## src/rtl/bp_fe_fetch_buffer_if.sv

```systemverilog
// Fetch buffer bus: fetch packet input, per-instruction output, occupancy.
// master drives fetch packets and consumes instructions; slave is the buffer.
interface bp_fe_fetch_buffer_if #(
  parameter int vaddr_width_p = 39,
  parameter int instr_width_p = 32,
  parameter int fetch_width_p = 2,
  parameter int depth_p       = 4
);
  localparam int cnt_w_lp = $clog2(depth_p+1);

  logic                                   fetch_v_i;
  logic                                   fetch_ready_o;
  logic [vaddr_width_p-1:0]               fetch_pc_i;
  logic [fetch_width_p*instr_width_p-1:0] fetch_instr_i;
  logic [fetch_width_p-1:0]               fetch_mask_i;
  logic                                   fetch_exc_v_i;
  logic [1:0]                             fetch_exc_code_i;
  logic                                   instr_v_o;
  logic                                   instr_ready_i;
  logic [vaddr_width_p-1:0]               instr_pc_o;
  logic [instr_width_p-1:0]               instr_o;
  logic                                   instr_exc_v_o;
  logic [1:0]                             instr_exc_code_o;
  logic [cnt_w_lp-1:0]                    count_o;

  modport master (
    output fetch_v_i, fetch_pc_i, fetch_instr_i, fetch_mask_i,
    output fetch_exc_v_i, fetch_exc_code_i, instr_ready_i,
    input  fetch_ready_o, instr_v_o, instr_pc_o, instr_o,
    input  instr_exc_v_o, instr_exc_code_o, count_o
  );

  modport slave (
    input  fetch_v_i, fetch_pc_i, fetch_instr_i, fetch_mask_i,
    input  fetch_exc_v_i, fetch_exc_code_i, instr_ready_i,
    output fetch_ready_o, instr_v_o, instr_pc_o, instr_o,
    output instr_exc_v_o, instr_exc_code_o, count_o
  );
endinterface

```

## src/rtl/bp_fe_fetch_buffer.sv

```systemverilog
// Fetch buffer: queues fetch packets, emits one instruction per handshake.
// Ports: clk_i, reset_i (sync, active high), flush_i, io (slave bus).
// Optional BP_FE_FETCH_BUFFER_BYPASS_EN: same-cycle output when empty.
module bp_fe_fetch_buffer #(
  parameter int vaddr_width_p = 39,
  parameter int instr_width_p = 32,
  parameter int fetch_width_p = 2,
  parameter int depth_p       = 4
) (
  input  logic                   clk_i,
  input  logic                   reset_i,
  input  logic                   flush_i,
  bp_fe_fetch_buffer_if.slave    io
);
  localparam int idx_w_lp  = $clog2(depth_p);
  localparam int ptr_w_lp  = idx_w_lp + 1;
  localparam int cnt_w_lp  = $clog2(depth_p+1);
  localparam int lane_w_lp = (fetch_width_p > 1) ? $clog2(fetch_width_p) : 1;
  localparam int pkt_w_lp  = fetch_width_p * instr_width_p;

  typedef enum logic {e_run, e_wait} state_e;

  typedef logic [fetch_width_p-1:0] mask_t;
  typedef logic [lane_w_lp-1:0]     lane_t;

  function automatic lane_t low_lane(mask_t m, lane_t from);
    lane_t r;
    r = '0;
    for (int k = fetch_width_p-1; k >= 0; k--)
      if (m[k] && k >= int'(from)) r = lane_t'(k);
    return r;
  endfunction

  function automatic logic any_above(mask_t m, lane_t l);
    logic r;
    r = 1'b0;
    for (int k = 0; k < fetch_width_p; k++)
      if (m[k] && k > int'(l)) r = 1'b1;
    return r;
  endfunction

  state_e state_q, state_d;
  logic [ptr_w_lp-1:0] rptr_q, wptr_q;
  lane_t lane_q, lane_d;

  logic [vaddr_width_p-1:0] pc_q   [depth_p];
  logic [pkt_w_lp-1:0]      ins_q  [depth_p];
  mask_t                    mask_q [depth_p];
  logic                     exc_q  [depth_p];
  logic [1:0]               code_q [depth_p];

  logic [idx_w_lp-1:0] r_idx, w_idx;
  logic empty, full, acc, has_work, push, pop;
  mask_t push_mask;
  lane_t h_lane, sel_lane;
  logic  h_last;
  logic [vaddr_width_p-1:0] sel_pc;
  logic [pkt_w_lp-1:0]      sel_ins;
`ifdef BP_FE_FETCH_BUFFER_BYPASS_EN
  logic  byp;
  lane_t in_lane;
`endif

  assign r_idx = rptr_q[idx_w_lp-1:0];
  assign w_idx = wptr_q[idx_w_lp-1:0];
  assign empty = rptr_q == wptr_q;
  assign full  = (rptr_q[idx_w_lp] != wptr_q[idx_w_lp]) && (r_idx == w_idx);

  assign io.fetch_ready_o = ~full & (state_q == e_run) & ~flush_i & ~reset_i;
  assign acc      = io.fetch_v_i & io.fetch_ready_o;
  assign has_work = io.fetch_exc_v_i | (|io.fetch_mask_i);

  // lane_q only ever points at or below the head's next set lane
  assign h_lane = low_lane(mask_q[r_idx], lane_q);
  assign h_last = exc_q[r_idx] | ~any_above(mask_q[r_idx], h_lane);

  always_comb begin
    io.instr_v_o        = ~empty;
    io.instr_exc_v_o    = exc_q[r_idx];
    io.instr_exc_code_o = code_q[r_idx];
    sel_pc              = pc_q[r_idx];
    sel_ins             = ins_q[r_idx];
    sel_lane            = exc_q[r_idx] ? '0 : h_lane;
    push                = acc & has_work;
    push_mask           = io.fetch_mask_i;
`ifdef BP_FE_FETCH_BUFFER_BYPASS_EN
    in_lane = low_lane(io.fetch_mask_i, '0);
    byp     = empty & acc & has_work;
    if (byp) begin
      io.instr_v_o        = 1'b1;
      io.instr_exc_v_o    = io.fetch_exc_v_i;
      io.instr_exc_code_o = io.fetch_exc_code_i;
      sel_pc              = io.fetch_pc_i;
      sel_ins             = io.fetch_instr_i;
      sel_lane            = io.fetch_exc_v_i ? '0 : in_lane;
      // consumed lane never enters the buffer
      if (io.instr_ready_i) begin
        push_mask = io.fetch_mask_i & ~(mask_t'(1) << in_lane);
        push      = ~io.fetch_exc_v_i & (|push_mask);
      end
    end
`endif
    io.instr_pc_o = sel_pc + vaddr_width_p'({sel_lane, 2'b00});
    io.instr_o    = sel_ins[sel_lane*instr_width_p +: instr_width_p];
  end

  assign pop = ~empty & io.instr_ready_i & h_last;

  always_comb begin
    lane_d = lane_q;
    if (~empty & io.instr_ready_i)
      lane_d = h_last ? '0 : lane_t'(h_lane + lane_t'(1));
  end

  always_comb begin
    state_d = state_q;
    unique case (state_q)
      e_run:  if (acc & io.fetch_exc_v_i) state_d = e_wait;
      e_wait: state_d = e_wait;
      default: state_d = e_run;
    endcase
  end

  assign io.count_o = cnt_w_lp'(wptr_q - rptr_q);

  always_ff @(posedge clk_i) begin
    if (reset_i || flush_i) begin
      rptr_q  <= '0;
      wptr_q  <= '0;
      lane_q  <= '0;
      state_q <= e_run;
    end else begin
      rptr_q  <= rptr_q + ptr_w_lp'(pop);
      wptr_q  <= wptr_q + ptr_w_lp'(push);
      lane_q  <= lane_d;
      state_q <= state_d;
    end
  end

  always_ff @(posedge clk_i) begin
    if (push) begin
      pc_q[w_idx]   <= io.fetch_pc_i;
      ins_q[w_idx]  <= io.fetch_instr_i;
      mask_q[w_idx] <= push_mask;
      exc_q[w_idx]  <= io.fetch_exc_v_i;
      code_q[w_idx] <= io.fetch_exc_code_i;
    end
  end
endmodule

```

## src/flat_wrapper.sv

```systemverilog
// flat-port wrapper written by rule: the top's interface ports become plain ports
module bp_fe_fetch_buffer_flat 
#(
  parameter int vaddr_width_p = 39,
  parameter int instr_width_p = 32,
  parameter int fetch_width_p = 2,
  parameter int depth_p       = 4
)
  (clk_i, reset_i, flush_i, io_fetch_v_i, io_fetch_pc_i, io_fetch_instr_i, io_fetch_mask_i, io_fetch_exc_v_i, io_fetch_exc_code_i, io_instr_ready_i, io_fetch_ready_o, io_instr_v_o, io_instr_pc_o, io_instr_o, io_instr_exc_v_o, io_instr_exc_code_o, io_count_o);
  bp_fe_fetch_buffer_if #(.vaddr_width_p(vaddr_width_p), .instr_width_p(instr_width_p), .fetch_width_p(fetch_width_p), .depth_p(depth_p)) io_i ();
  input  logic clk_i;
  input  logic reset_i;
  input  logic flush_i;
  input wire logic [$bits(io_i.fetch_v_i)-1:0] io_fetch_v_i;
  input wire logic [$bits(io_i.fetch_pc_i)-1:0] io_fetch_pc_i;
  input wire logic [$bits(io_i.fetch_instr_i)-1:0] io_fetch_instr_i;
  input wire logic [$bits(io_i.fetch_mask_i)-1:0] io_fetch_mask_i;
  input wire logic [$bits(io_i.fetch_exc_v_i)-1:0] io_fetch_exc_v_i;
  input wire logic [$bits(io_i.fetch_exc_code_i)-1:0] io_fetch_exc_code_i;
  input wire logic [$bits(io_i.instr_ready_i)-1:0] io_instr_ready_i;
  output wire logic [$bits(io_i.fetch_ready_o)-1:0] io_fetch_ready_o;
  output wire logic [$bits(io_i.instr_v_o)-1:0] io_instr_v_o;
  output wire logic [$bits(io_i.instr_pc_o)-1:0] io_instr_pc_o;
  output wire logic [$bits(io_i.instr_o)-1:0] io_instr_o;
  output wire logic [$bits(io_i.instr_exc_v_o)-1:0] io_instr_exc_v_o;
  output wire logic [$bits(io_i.instr_exc_code_o)-1:0] io_instr_exc_code_o;
  output wire logic [$bits(io_i.count_o)-1:0] io_count_o;
  assign io_i.fetch_v_i = io_fetch_v_i;
  assign io_i.fetch_pc_i = io_fetch_pc_i;
  assign io_i.fetch_instr_i = io_fetch_instr_i;
  assign io_i.fetch_mask_i = io_fetch_mask_i;
  assign io_i.fetch_exc_v_i = io_fetch_exc_v_i;
  assign io_i.fetch_exc_code_i = io_fetch_exc_code_i;
  assign io_i.instr_ready_i = io_instr_ready_i;
  assign io_fetch_ready_o = io_i.fetch_ready_o;
  assign io_instr_v_o = io_i.instr_v_o;
  assign io_instr_pc_o = io_i.instr_pc_o;
  assign io_instr_o = io_i.instr_o;
  assign io_instr_exc_v_o = io_i.instr_exc_v_o;
  assign io_instr_exc_code_o = io_i.instr_exc_code_o;
  assign io_count_o = io_i.count_o;
  bp_fe_fetch_buffer #(.vaddr_width_p(vaddr_width_p), .instr_width_p(instr_width_p), .fetch_width_p(fetch_width_p), .depth_p(depth_p)) u_core (.clk_i(clk_i), .reset_i(reset_i), .flush_i(flush_i), .io(io_i));
endmodule
```

## config.mk

```make
export PLATFORM = sky130hd
export DESIGN_NAME = bp_fe_fetch_buffer_flat
export DESIGN_NICKNAME = d
export VERILOG_FILES = /design/src/rtl/bp_fe_fetch_buffer_if.sv /design/src/rtl/bp_fe_fetch_buffer.sv /design/src/flat_wrapper.sv
export SDC_FILE = /design/constraint.sdc
export NUM_CORES = 1
export LEC_CHECK = 0
export BUFFER_PORTS_ARGS = -buffer_cell sky130_fd_sc_hd__buf_2
export CORE_MARGIN = 1.5
export CORE_UTILIZATION = 50
export CTS_BUF_LIST = sky130_fd_sc_hd__clkbuf_4
export DETAILED_ROUTE_END_ITERATION = 8
export GPL_ROUTABILITY_DRIVEN = 0
export PLACE_DENSITY = 0.69
export REMOVE_ABC_BUFFERS = 1
export SLEW_MARGIN = 10
export SYNTH_ARGS = -nofsm -noshare
export SYNTH_HDL_FRONTEND = slang
export SYNTH_SLANG_ARGS = --single-unit
```

## constraint.sdc

```tcl
create_clock -name clk_i -period 6.04 [get_ports clk_i]
set_input_delay 1.51 -clock clk_i [delete_from_list [all_inputs] [get_ports clk_i]]
set_output_delay 1.51 -clock clk_i [all_outputs]
set_load 0.01 [all_outputs]
```

==> flow_metrics.tcl <==
set metrics [dict create \
    cts.htree.levels 3 \
    path_cells "mux4_2 -> nand2b_1 -> nand2b_2 -> inv_1 -> ha_1 -> ha_1 -> nand3_4 -> nor4_4 -> nand4_1 -> xnor2_1 -> buf_2" \
    cp-start-kind "flop" \
    syn_area_per_cell_um2 22.6 \
    root_buffer "clkbuf_4" \
    drc_errors 0 \
    grt_pass1_vias 9189 \
    period_minus_slack_ps 5470 \
    fin_skew_ps 33.2 \
    cts_resized 0 \
    via_count 8588 \
    fmax_mhz 183 \
    endpoint_kind "output pin" \
    fp.dieH_um 190 \
    placed_cell_area_um2 18900 \
    drv_cap 0 \
    synth_area_um2 17400 \
    critPathSlowestCell "nor4_4" \
    arrival_ps 3960 \
    cts_tree "built" \
    synth_seq_area_share_pct 75.3 \
    final-hold-violation-count 0 \
    hold_path_class "reg -> reg" \
    drive_gt1_share_pct 45.4 \
    busiest_layer "met2" \
    grtUsageMet1_pct 23.8 \
    clk_pin_slew_ps 60 \
    wl_per_cell_um 20.4 \
    track_usage_pct 18.7 \
    grt_use_met2_pct 29.8 \
    tightestPinTransition_ps 1020 \
    cts_sinks 440 \
    setup_viol 0 \
    slew-limit-headroom_pct 32.3 \
    first_iter_violations 470 \
    die_w_um 190 \
    p_leak_nw 6.80 \
    avgViaCountPerCell 5.40 \
    layout_common_cells "edfxtp_1, buf_2, clkbuf_4" \
    clk_path_buf_depth 3 \
    core_area_um2 34500 \
    grt_pass1_wl_mm 50.3 \
    timing.critical_path.mode_cell "ha_1" \
    cts-buffers-inserted 108 \
    final_common_cell "edfxtp_1" \
    io_buffers 191 \
    path_max_fanout 16 \
    io_pins 192 \
    ys_ff_latch 440 \
    drtAntennaViolNets 0 \
    slowest_delay_ps 570 \
    multi_input_area_um2 4070 \
    cp.required_ps 4530 \
    async_flop_share_pct 0 \
    drt_wl_total_mm 32.5 \
    p_per_area_nw_per_um2 291 \
    slew_violations 0 \
    yosys_most_used_dff "edfxtp_1" \
    finalCritPeriodShare_pct 90.5 \
    ff_latch_area_um2 13100 \
    fin_total_pwr_mw 5.89 \
    ir_drop_v 0.000219 \
    synth.distinct_cells 48 \
    grt_start_max_net_pins 66 \
    overflow 0 \
    stdcell_area_um2 20300 \
    die_area_um2 36000 \
    synth_cells 773 \
    synth_edf_count 432 \
    antenna_found_initial 15 \
    rrSetupSlack_ps 1980 \
    ctsHoldBuffers 0 \
    rsz0062_at_grt "no" \
    status "completed" \
    postCtsSetupBuffers 0 \
    use_met3_pct 6.70 \
    first_pass_iters 4 \
    dp_hpwl_mm 19.6 \
    yosys_warnings 0 \
    area_delta_synth_final_pct 16.2 \
    fill_cells 2609 \
    finish.net_count 1179 \
    crit_type "reg -> out" \
    fp-row-count 68 \
    clock_latency_ps 750 \
    initial_core_util_pct 50.6 \
]
report_power, final:
part / internal, mW / switching (mW) / leakage [nW]
combinational: 0.0767 / 0.0998 / 2.06
sequential: 3.38 / 0.00530 / 3.97
clock: 1.24 / 1.09 / 0.780
total: 4.70 / 1.20 / 6.80
synth_stat cells, drive strengths merged (3+ instances only):
master | count | area [um^2]
edfxtp | 432 | 13000
mux4 | 107 | 2480
mux2 | 32 | 360
xnor2 | 24 | 210
buf | 18 | 153
nand2 | 15 | 58.8
xor2 | 15 | 131
nand4 | 13 | 126
clkbuf | 12 | 76.3
nand3 | 12 | 85.1
and3 | 10 | 63.8
inv | 10 | 37.5
nor2 | 10 | 37.5
dfxtp | 8 | 160
ha | 8 | 100
nor3 | 8 | 40.0
nor4 | 8 | 92.6
and2 | 7 | 46.3
and4 | 5 | 48.8
nand2b | 4 | 25.0
mux2i | 3 | 30.0
area by class of cell:
class	instances	share of cell area, %
diodes	8	0.0988
clock buffers	153	5.67
clock inverters	28	0.889
inverters	10	0.185
multi-input cells	293	20.1
flip-flops and latches	440	64.8
well taps	455	2.81
repair buffers	204	5.44
sequential cells by signal (all words and copies together) (netlist names):
signal          flops
u_core.code_q       8
u_core.exc_q        4
u_core.ins_q      256
u_core.lane_q       1
u_core.mask_q       8
u_core.pc_q       156
u_core.rptr_q       3
u_core.state_q      1
u_core.wptr_q       3
per-layer routing:
metal	routed length (um)	share of wire (%)	up-vias
met5	96	0.30	-
met4	556	1.7	16
met3	2210	6.8	70
met2	15800	49	256
met1	13800	42	4344
li1	-	-	3902
critical path, delay by kind of cell, from the launching register on:
family,cells,cell delay (ps)
adder cells (fa/ha/maj),2,460
flip-flops,1,520
XOR/XNOR,1,200
buffers and inverters,2,210
multiplexers,1,550
AND/OR/NAND/NOR,5,1240
logic make-up after synthesis:
kind of cell    share of synthesized area, %
fa+ha+maj                              0.689
mux                                     16.5
simple gates                            3.89
buf+inv                                 1.53
flops                                   75.3
xor+xnor                                1.96
compound gates                         0.194
stage by stage:
step / hold slack, ps / TNS, ps / setup WS [ps] / util, % / std cells
floorplan: 430 / -1354710 / -3050 / - / 743
global placement: 449 / 0 / 1400 / 54.9 / 1402
detailed placement: 481 / 0 / 1300 / 54.9 / 1402
CTS: 495 / 0 / 425 / 58.8 / 1583
global route: 520 / 0 / 235 / 58.8 / 1588
finish: 490 / 0 / 575 / 58.8 / 1591
worst paths after layout:
check | startpoint | to | cells after the start
worst max-delay path | u_core.rptr_q[0] | io_instr_pc_o[30] | 11
worst min-delay path | u_core.state_q | u_core.state_q | 2
worst max register to register | u_core.rptr_q[1] | u_core.pc_q[1][20] | 9
worst min register to register | u_core.state_q | u_core.state_q | 2
Note: power is estimated with default switching activity, not from simulation.
